### src/rtl/truth_table_sweeper.sv
// Exhaustive truth-table checker: steps a combinational block through every input
// combination, holds each one for HOLD cycles and compares the settled response.
module truth_table_sweeper #(
  parameter int N_IN  = 3,
  parameter int N_OUT = 2,
  parameter int HOLD  = 10,
  parameter logic [(2**N_IN)*N_OUT-1:0] EXPECTED = '0
) (
  input  logic              clk,
  input  logic              rst_n,
  input  logic              start,
  input  logic              abort,
  output logic [N_IN-1:0]   stim,
  input  logic [N_OUT-1:0]  dut_out,
  output logic              busy,
  output logic              done,
  output logic              pass,
  output logic [N_IN:0]     err_count,
  output logic              first_fail_valid,
  output logic [N_IN-1:0]   first_fail_idx
);

  localparam int HCW = (HOLD > 1) ? $clog2(HOLD) : 1;
  localparam logic [HCW-1:0]  HOLD_LAST = HCW'(HOLD - 1);
  localparam logic [N_IN-1:0] LAST_IDX  = {N_IN{1'b1}};

  typedef enum logic [1:0] {
    ST_IDLE  = 2'd0,
    ST_DRIVE = 2'd1,
    ST_DONE  = 2'd2
  } state_t;

  state_t           state;
  logic [HCW-1:0]   hold_cnt;
  logic [N_OUT-1:0] exp_vec;
  logic             mismatch;

  // Expected response for the vector currently on stim.
  always_comb begin
    exp_vec  = N_OUT'(EXPECTED >> (int'(stim) * N_OUT));
    mismatch = (dut_out != exp_vec);
  end

  // Sweep sequencer; stim doubles as the vector index so it is zero outside DRIVE.
  always_ff @(posedge clk or negedge rst_n) begin
    if (!rst_n) begin
      state            <= ST_IDLE;
      stim             <= {N_IN{1'b0}};
      hold_cnt         <= {HCW{1'b0}};
      busy             <= 1'b0;
      done             <= 1'b0;
      pass             <= 1'b0;
      err_count        <= {(N_IN+1){1'b0}};
      first_fail_valid <= 1'b0;
      first_fail_idx   <= {N_IN{1'b0}};
    end else if (abort) begin
      // Results are kept for debug; a pending final sample is dropped.
      state    <= ST_IDLE;
      stim     <= {N_IN{1'b0}};
      hold_cnt <= {HCW{1'b0}};
      busy     <= 1'b0;
      done     <= 1'b0;
      pass     <= 1'b0;
    end else begin
      case (state)
        ST_IDLE, ST_DONE: begin
          if (start) begin
            state            <= ST_DRIVE;
            stim             <= {N_IN{1'b0}};
            hold_cnt         <= {HCW{1'b0}};
            busy             <= 1'b1;
            done             <= 1'b0;
            pass             <= 1'b0;
            err_count        <= {(N_IN+1){1'b0}};
            first_fail_valid <= 1'b0;
            first_fail_idx   <= {N_IN{1'b0}};
          end else begin
            state <= state;
          end
        end
        ST_DRIVE: begin
          if (hold_cnt == HOLD_LAST) begin
            hold_cnt <= {HCW{1'b0}};
            if (mismatch) begin
              err_count <= err_count + (N_IN+1)'(1);
              if (!first_fail_valid) begin
                first_fail_valid <= 1'b1;
                first_fail_idx   <= stim;
              end else begin
                first_fail_idx <= first_fail_idx;
              end
            end else begin
              err_count <= err_count;
            end
            if (stim == LAST_IDX) begin
              state <= ST_DONE;
              stim  <= {N_IN{1'b0}};
              busy  <= 1'b0;
              done  <= 1'b1;
              pass  <= (err_count == {(N_IN+1){1'b0}}) && !mismatch;
            end else begin
              stim <= stim + N_IN'(1);
            end
          end else begin
            hold_cnt <= hold_cnt + HCW'(1);
          end
        end
        default: begin
          state    <= ST_IDLE;
          stim     <= {N_IN{1'b0}};
          hold_cnt <= {HCW{1'b0}};
          busy     <= 1'b0;
          done     <= 1'b0;
          pass     <= 1'b0;
        end
      endcase
    end
  end

endmodule

### config.mk
export PLATFORM = sky130hd
export DESIGN_NAME = truth_table_sweeper
export DESIGN_NICKNAME = d
export VERILOG_FILES = /design/src/rtl/truth_table_sweeper.sv
export SDC_FILE = /design/constraint.sdc
export NUM_CORES = 1
export LEC_CHECK = 0
export ABC_AREA = 1
export CAP_MARGIN = 20
export CORE_MARGIN = 8
export CORE_UTILIZATION = 40
export CTS_BUF_LIST = sky130_fd_sc_hd__clkbuf_2 sky130_fd_sc_hd__clkbuf_4 sky130_fd_sc_hd__clkbuf_8
export CTS_CLUSTER_SIZE = 10
export DETAILED_ROUTE_END_ITERATION = 16
export DONT_BUFFER_PORTS = 1
export PLACE_DENSITY_LB_ADDON = 0.25
export SKIP_CTS_REPAIR_TIMING = 1
export SYNTH_ARGS = -nofsm -noshare
export SYNTH_HDL_FRONTEND = slang
export SYNTH_SLANG_ARGS = --single-unit
### constraint.sdc
create_clock -name clk -period 3.8 [get_ports clk]
set_input_delay 0.76 -clock clk [delete_from_list [all_inputs] [get_ports clk]]
set_output_delay 0.76 -clock clk [all_outputs]
set_load 0.02 [all_outputs]
## After elaboration in Yosys (flattened, before gate mapping)

Index checks and enable logic that the tools add are counted.

| storage, ports and cells | value |
|---|---|
| output and inout bits | 14 |
| latch bits | 0 |
| memory bits (writable) | 0 |
| memories | 0 |
| word-level logic and storage cells | 74 |
| ROM bits | 0 |
| input bits | 6 |
| register bits | 20 |

| cells by class | value |
|---|---|
| mux-type cells | 38 |
| add/sub/neg operators | 3 |
| equality and inequality tests | 12 |
| shifts and indexed selects | 1 |
| divide/modulo/power cells | 0 |
| multipliers | 0 |
| bitwise operators | 1 |
| $lt $le $gt $ge | 0 |
| reduce and logical (&&, ||, !) cells | 10 |

Operators with widths:

| cell | count |
|---|---|
| 3-bit two-way mux | 7 |
| 4-bit two-way mux | 5 |
| 4-bit case mux with 2 select lines | 2 |
| 1-bit two-way mux | 13 |
| 3-bit case mux with 2 select lines | 2 |
| 3-bit != test (second input constant) | 3 |
| 4-bit by 1-bit adder with 4-bit output (second input constant) | 2 |
| 2-bit two-way mux | 4 |
| 2-bit != test (second input constant) | 4 |
| 1-bit case mux with 2 select lines | 4 |
| 6-bit AND reduction | 1 |
| 5-bit AND reduction | 1 |
| 4-bit == test (second input constant) | 1 |
| 4-bit logical NOT | 1 |
| 2-bit case mux with 2 select lines | 1 |
| 1-bit by 4-bit >> shifter with 2-bit output (first input constant) | 1 |
| 3-bit by 1-bit adder with 3-bit output (second input constant) | 1 |
| 3-bit == test (second input constant) | 1 |
| 3-bit AND reduction | 1 |
| 2-bit by 1-bit == test with 1-bit output (second input constant) | 1 |
| 2-bit == test (second input constant) | 1 |
| 2-bit logical NOT | 1 |
| 2-bit != test | 1 |
| 2-bit AND reduction | 1 |
| other kinds (5) | 5 |

## Depth between registers and ports, before layout

Gate-level depths: netlist of the first run.

| depth | value |
|---|---|
| word-level depth | 8 |
| depth in mapped cells | 8 |
| gate-level depth less buffers | 8 |

## Worst setup path after synthesis of the first run

Ideal clock, no wire load.

| timing path | value |
|---|---|
| path kind | input-to-reg |
| start point | input dut_out[1] |
| end point | register err_count[3] |
| arrival | 1,302 ps |
| data required time | 3,683 ps |
| path buffers | 0 |
| setup time | 117 ps |
| cell stages on the path | 6 |
| slack | 2,381 ps |
| path through | nor2_1 -> o21bai_4 -> nand2_4 -> inv_1 -> nand2_1 -> nand2_1 |

| between the ends | value |
|---|---|
| cells in the longest elaborated chain, start to end | 3 |

Ends and longest elaborated chain:

| element | line | source |
|---|---|---|
| from (decl) | 14 | `input logic [N_OUT-1:0] dut_out,` |
| 2-bit != test | 41 | `mismatch = (dut_out != exp_vec);` |
| 2-bit != test (no line) | - |  |
| 5-bit AND reduction (no line) | - |  |
| to (signal assigned) | 53 | `err_count <= {(N_IN+1){1'b0}};` |
| to (signal assigned) | 74 | `err_count <= {(N_IN+1){1'b0}};` |
| to (signal assigned) | 85 | `err_count <= err_count + (N_IN+1)'(1);` |
| to (decl) | 18 | `output logic [N_IN:0] err_count,` |

Every way passes these cells.
A chain may end at the register's enable or synchronous reset.

## Worst setup path after layout of the first run

| timing path | value |
|---|---|
| start point | register err_count[3] |
| end point | output err_count[3] |

No word-level cell between the ends.

==> qor.csv, run 1 <==
metric,value,unit
status,completed,
hpwlAfterDp,1580,µm
synth-seq-cells,19,
ir_worst_vdd,0.000295,V
synth_top_area_cell,dfrtp_1,
arrival,0.84,ns
drtAntennaViolNets,0,
synth-edff-count,0,
path_depth,0,
htreeDepth,1,
cts_buffer_depth,2,
tns,0,ns
vias,766,
fp.coreArea,2500,µm²
grt_util_all_layers,9.70,%
finalHoldViolations,0,
powerDensity,407,nW/µm²
gp_congestion,0.803,
rows,18,
maxSlewViolCount,0,
gr-max-usage-layer,met2,
ios,20,
grt_overflow,0,
cp.required,3.04,ns
num_antenna_cells,0,
wl_per_cell,13.3,µm
maxCapViolCount,0,
grt_use_met2,13.6,%
syn_area,1060,µm²
cts_tree,done,
dpl.cell_count,150,
antenna_found_initial,0,
tightest_slew,0.329,ns
p_switching,0.000160,W
yosysSeqAreaShare,44.8,%
fmax,623,MHz
relSlewSlack,78.1,%
synth-async-reset-ratio,100,%
drt-pass1-iter-count,4,
cts.clk_slew.worst_paths,0.11,ns
die_h,67.5,µm
die_area,4560,µm²
p_seq_share,57.0,%
grtUsageMet3,4.64,%
initial_core_util,42.4,%
setup_viol,0,
cts_buffers,3,
dr.first_iter.drc_count,44,
cellInternalPower,0.000299,W
finalCritPeriodShare,42.2,%
syn_inst,120,
yosysUniqueCellTypes,20,
viasPerCell,4.97,
power_leakage,0.570,nW
grt_pass1_vias,739,
yosys_warnings,0,
nets,137,
die_w,67.5,µm
cts_root_buffer,clkbuf_4,
syn-num-nets,132,
worstRegToRegCells,7,
comb_power_share,19.0,%
clk_latency,0.29,ns
swShare,34.9,%
remaining_drc_errors,0,
fin_crit,1.60,ns
stdcell_count,154,
synthTopCellsByArea,"dfrtp_1, nand2_1, ha_1, inv_1, nand2_4",
ys.flop_type,dfrtp_1,
rsz0062_at_grt,false,
criticalPathCategory,register to output pin,
port_buffers,0,
end_kind,output pin,
p_clk_share,24.0,%
syn_avg_cell_area,8.84,µm²
synthTopCellsByCount,"nand2_1, dfrtp_1, inv_1, nor2_1, nand4_1",
hp-class,primary input to asynchronous set/reset pin,
start_kind,register,
grt_max_degree,20,
path_max_fanout,5,
synth_most_common_cell,nand2_1,
grt_util_met1,12.3,%
finClkSkew,0.00113,ns
drive_gt1_share,15.3,%
area_growth,6.37,%
cts_sinks,19,
grt_pass1_wl,3430,µm
wirelength,2050,µm
synth_top_area_share,44.8,%
==> cell type report <==
cell class	instances	area [µm²]
multi-input combinational	83	518
sequential	19	475
tap	30	37.5
inverter	18	67.6
fill	254	1370
clock buffer	4	30.0
==> registers in the layout (all words and copies together) (netlist names) <==
signal and flops:
first_fail_valid 1, pass 1, busy 1, hold_cnt 4, stim 3, first_fail_idx 3, state 2, err_count 4
==> kinds of logic after synthesis <==
| logic type | synth area share [%] |
|---|---|
| adder cells (fa/ha/maj) | 7.08 |
| buffers and inverters | 6.37 |
| flip-flops | 44.8 |
| AO/OA/AOI/OAI | 9.08 |
| AND/OR/NAND/NOR | 30.2 |
| XOR/XNOR | 2.48 |
==> metal layers <==
layer / up-vias / share of wire, %
li1: 397 / -
met1: 354 / 47
met2: 13 / 44
met3: 2 / 8.5
met4: 0 / 0.63
met5: - / 0
==> layout by cell type, fill, tap and decap left out, drive strengths merged, types with 3 or more instances in the layout <==
| cell | count |
|---|---|
| clkbuf | 4 |
| dfrtp | 19 |
| ha | 6 |
| inv | 18 |
| nand2 | 34 |
| nand3 | 7 |
| nand4 | 7 |
| nor2 | 11 |
| o21ai | 12 |
| xor2 | 3 |
==> final timing paths <==
| kind | end | slack [ns] | startpoint |
|---|---|---|---|
| max | err_count[3] | 2.20 | err_count[3]$_DFFE_PN0P_ |
| min | pass$_DFFE_PN0P_ | 0.14 | rst_n |
| max reg2reg | pass$_DFFE_PN0P_ | 2.35 | stim[0]$_DFFE_PN0P_ |
| min reg2reg | hold_cnt[0]$_DFFE_PN0P_ | 0.56 | hold_cnt[0]$_DFFE_PN0P_ |
| max in group asynchronous | stim[1]$_DFFE_PN0P_ | 3.59 | rst_n |
| min in group clk | hold_cnt[0]$_DFFE_PN0P_ | 0.56 | hold_cnt[0]$_DFFE_PN0P_ |
==> stage by stage <==
step                      total power (W)  setup WS [ns]  area (µm²)  util [%]  hold WS (ns)
after floorplan                  0.000334           2.38        1060         -         0.464
after global placement           0.000354           2.30        1100      43.9         0.465
after detailed placement         0.000355           2.28        1100      43.9         0.465
after CTS                        0.000467           2.18        1130      45.1         0.130
after global routing             0.000492           2.14        1130      45.1         0.108
final                            0.000460           2.20        1130      45.1         0.144
==> power groups by stage <==
stage	combinational (W)	clock, W	sequential [W]
final	0.0000871	0.000111	0.000262
after global routing	0.0000989	0.000127	0.000267
after CTS	0.0000880	0.000116	0.000263
after detailed placement	0.0000876	0	0.000267
after global placement	0.0000866	0	0.000267
after floorplan	0.0000748	0	0.000260
(Power assumes the default switching activity.)
==> inputs of run 2 (changes only) <==
Settings changed: ABC_AREA 1 to 0.
Clock period 3.8 ns to 1.4 ns, I/O delays scaled along.
==> run 2 against run 1 <==
Power grew 120%; sequential share of layout area shrank 7.2 points; register-to-register slack lost 2.5 ns; synthesized cell count shrank 23%; setup slack lost 2.4 ns; the flow now finishes with violations (setup timing); via count grew 5.0%.
==> qor.csv, run 2 <==
metric,value,unit
clk_latency,0.30,ns
wl_per_cell,16.8,µm
cts_buffer_depth,2,
powerDensity,741,nW/µm²
synth_most_common_cell,dfrtp_1,
grt_max_degree,20,
synth-edff-count,0,
end_kind,register,
p_switching,0.000267,W
failed_checks,setup timing,
synth-seq-cells,19,
num_antenna_cells,0,
dpl_cell_area,1200,µm²
syn_avg_cell_area,10.4,µm²
synth_top_area_share,49.5,%
tns,-1.25,ns
finalCritPeriodShare,111,%
port_buffers,0,
worst-path-buf-inv,0,
status,finished with violations,
yosys_warnings,0,
relSlewSlack,42.6,%
area_growth,42.1,%
die_h,65.0,µm
ys.flop_type,dfrtp_1,
finClkSkew,0.00159,ns
worstRegToRegCells,4,
max_stage_delay,0.43,ns
hpwlAfterDp,1790,µm
reg2reg_slack,-0.16,ns
initial_core_util,43.0,%
cts_root_buffer,clkbuf_4,
postLayoutCellArea,1370,µm²
finalHoldViolations,0,
power_leakage,0.640,nW
reg2reg_to,err_count[2]$_DFFE_PN0P_,
ir_worst_vdd,0.000554,V
drt-pass1-iter-count,4,
gp_congestion,0.867,
criticalPathCategory,register to register,
worstSetupEndpoint,err_count[2]$_DFFE_PN0P_,
grt_pass1_wl,3970,µm
yosysUniqueCellTypes,32,
setup_viol,13,
ios,20,
syn_area,961,µm²
die_w,65.0,µm
rsz0062_at_grt,true,
nets,135,
cts.clk_slew.worst_paths,0.11,ns
synth_top_area_cell,dfrtp_1,
fin_ws,-0.158,ns
fmax,642,MHz
synth-async-reset-ratio,100,%
dp_slack,-0.120,ns
maxCapViolCount,0,
synthTopCellsByCount,"dfrtp_1, nand2_1, o21ai_0, ha_1, nor2_1",
start_kind,register,
syn-num-nets,104,
p_seq_share,56.5,%
antenna_found_initial,0,
drtAntennaViolNets,0,
cts_tree,done,
maxSlewViolCount,0,
swShare,26.4,%
grt_overflow,0,
critical_path.top_delay_family,simple AND/OR/NAND/NOR gates,
slowest_stage,or3_4,
path_cells,"or3b_1, or3_4, nor3b_2, a211o_2",
rows,17,
fp.coreArea,2230,µm²
dr.first_iter.drc_count,30,
drive_gt1_share,44.3,%
final_common_cell,buf_4,
remaining_drc_errors,0,
cts_buffers,3,
top_regs,"err_count: 4 flops, hold_cnt: 4 flops",
fin_crit,1.56,ns
yosysSeqAreaShare,49.5,%
grt_pass1_vias,855,
syn_inst,92,
p_clk_share,28.3,%
htreeDepth,1,
path_max_fanout,3,
arrival,1.81,ns
wirelength,2520,µm
path_depth,4,
grt_util_all_layers,11.8,%
viasPerCell,5.36,
final_cell_mix,"buf_4, dfrtp_1, nand2_1, o21ai_0, ha_1",
tightest_slew,0.858,ns
synthTopCellsByArea,"dfrtp_1, ha_1, o21ai_0, nand2_1, a22o_2",
holdWs,0.0259,ns
cp.required,1.65,ns
r2r_start,state[1]$_DFFE_PN0P_,
cts_sinks,19,
stdcell_count,150,
vias,804,
hp-class,primary input to register,
comb_power_share,15.2,%
dpl.cell_count,144,
cellInternalPower,0.000745,W
die_area,4230,µm²
crit_start,state[1]$_DFFE_PN0P_,
-- run 2: cell count changes in the layout (fill, tap and decap cells not counted), sizes merged, moves of 5 or more --
cell | previous run | this run
a22o | 0 | 5
buf | 0 | 26
inv | 18 | 4
nand2 | 34 | 10
nand3 | 7 | 2
nand4 | 7 | 1
nor2 | 11 | 5
-- run 2: worst reg2reg max path, stage by stage, from the launching register on --
cell,delay [ns]
dfrtp_2,0.42
or3b_1,0.37
or3_4,0.43
nor3b_2,0.17
a211o_2,0.12
-- run 2: cell families after synthesis --
group	synth area share (%)
simple gates	19.9
compound gates	18.6
flops	49.5
fa+ha+maj	7.81
buf+inv	2.08
xor+xnor	0.912
mux	1.17
-- run 2: layout make-up --
cell class / instances / area [µm²]
sequential: 19 / 477
multi-input combinational: 68 / 591
clock inverter: 1 / 5.00
fill: 179 / 868
clock buffer: 3 / 22.5
inverter: 4 / 15.0
timing repair buffer: 27 / 220
tap: 28 / 35.0
-- run 2: metrics by stage --
step	total power, W	utilization, %
finish	0.00101	61.1
global route	0.00106	61.1
CTS	0.000973	54.8
detailed placement	0.000686	53.6
global placement	0.000684	53.6
floorplan	0.000634	-
-- run 2: routing by layer --
metal / GRT usage [%] / vias up / wire length, µm
met5: 0 / - / 0
met4: 5.99 / 0 / 40
met3: 3.61 / 5 / 210
met2: 18.0 / 23 / 1180
met1: 14.6 / 380 / 1090
li1: - / 396 / -
-- run 2: power by group through the flow --
stage	logic, W	registers, W	clock network, W
4_1_cts	0.000105	0.000571	0.000298
3_5_place_dp	0.000104	0.000581	0
6_report	0.000153	0.000572	0.000286
2_1_floorplan	0.0000516	0.000582	0
3_3_place_gp	0.000103	0.000582	0
5_1_grt	0.000170	0.000573	0.000320
-- run 2: how the worst min path moves through the flow --
stage,startpoint,end,slack (ns),cells after the start
3_3_place_gp,rst_n,stim[2]$_DFFE_PN0P_,-0.01,0
5_1_grt,abort,state[0]$_DFFE_PN0P_,0.008,1
4_1_cts,rst_n,stim[1]$_DFFE_PN0P_,-0.36,0
3_5_place_dp,rst_n,stim[1]$_DFFE_PN0P_,-0.02,0
2_1_floorplan,rst_n,busy$_DFFE_PN0P_,-0.02,0
6_report,abort,state[0]$_DFFE_PN0P_,0.03,1
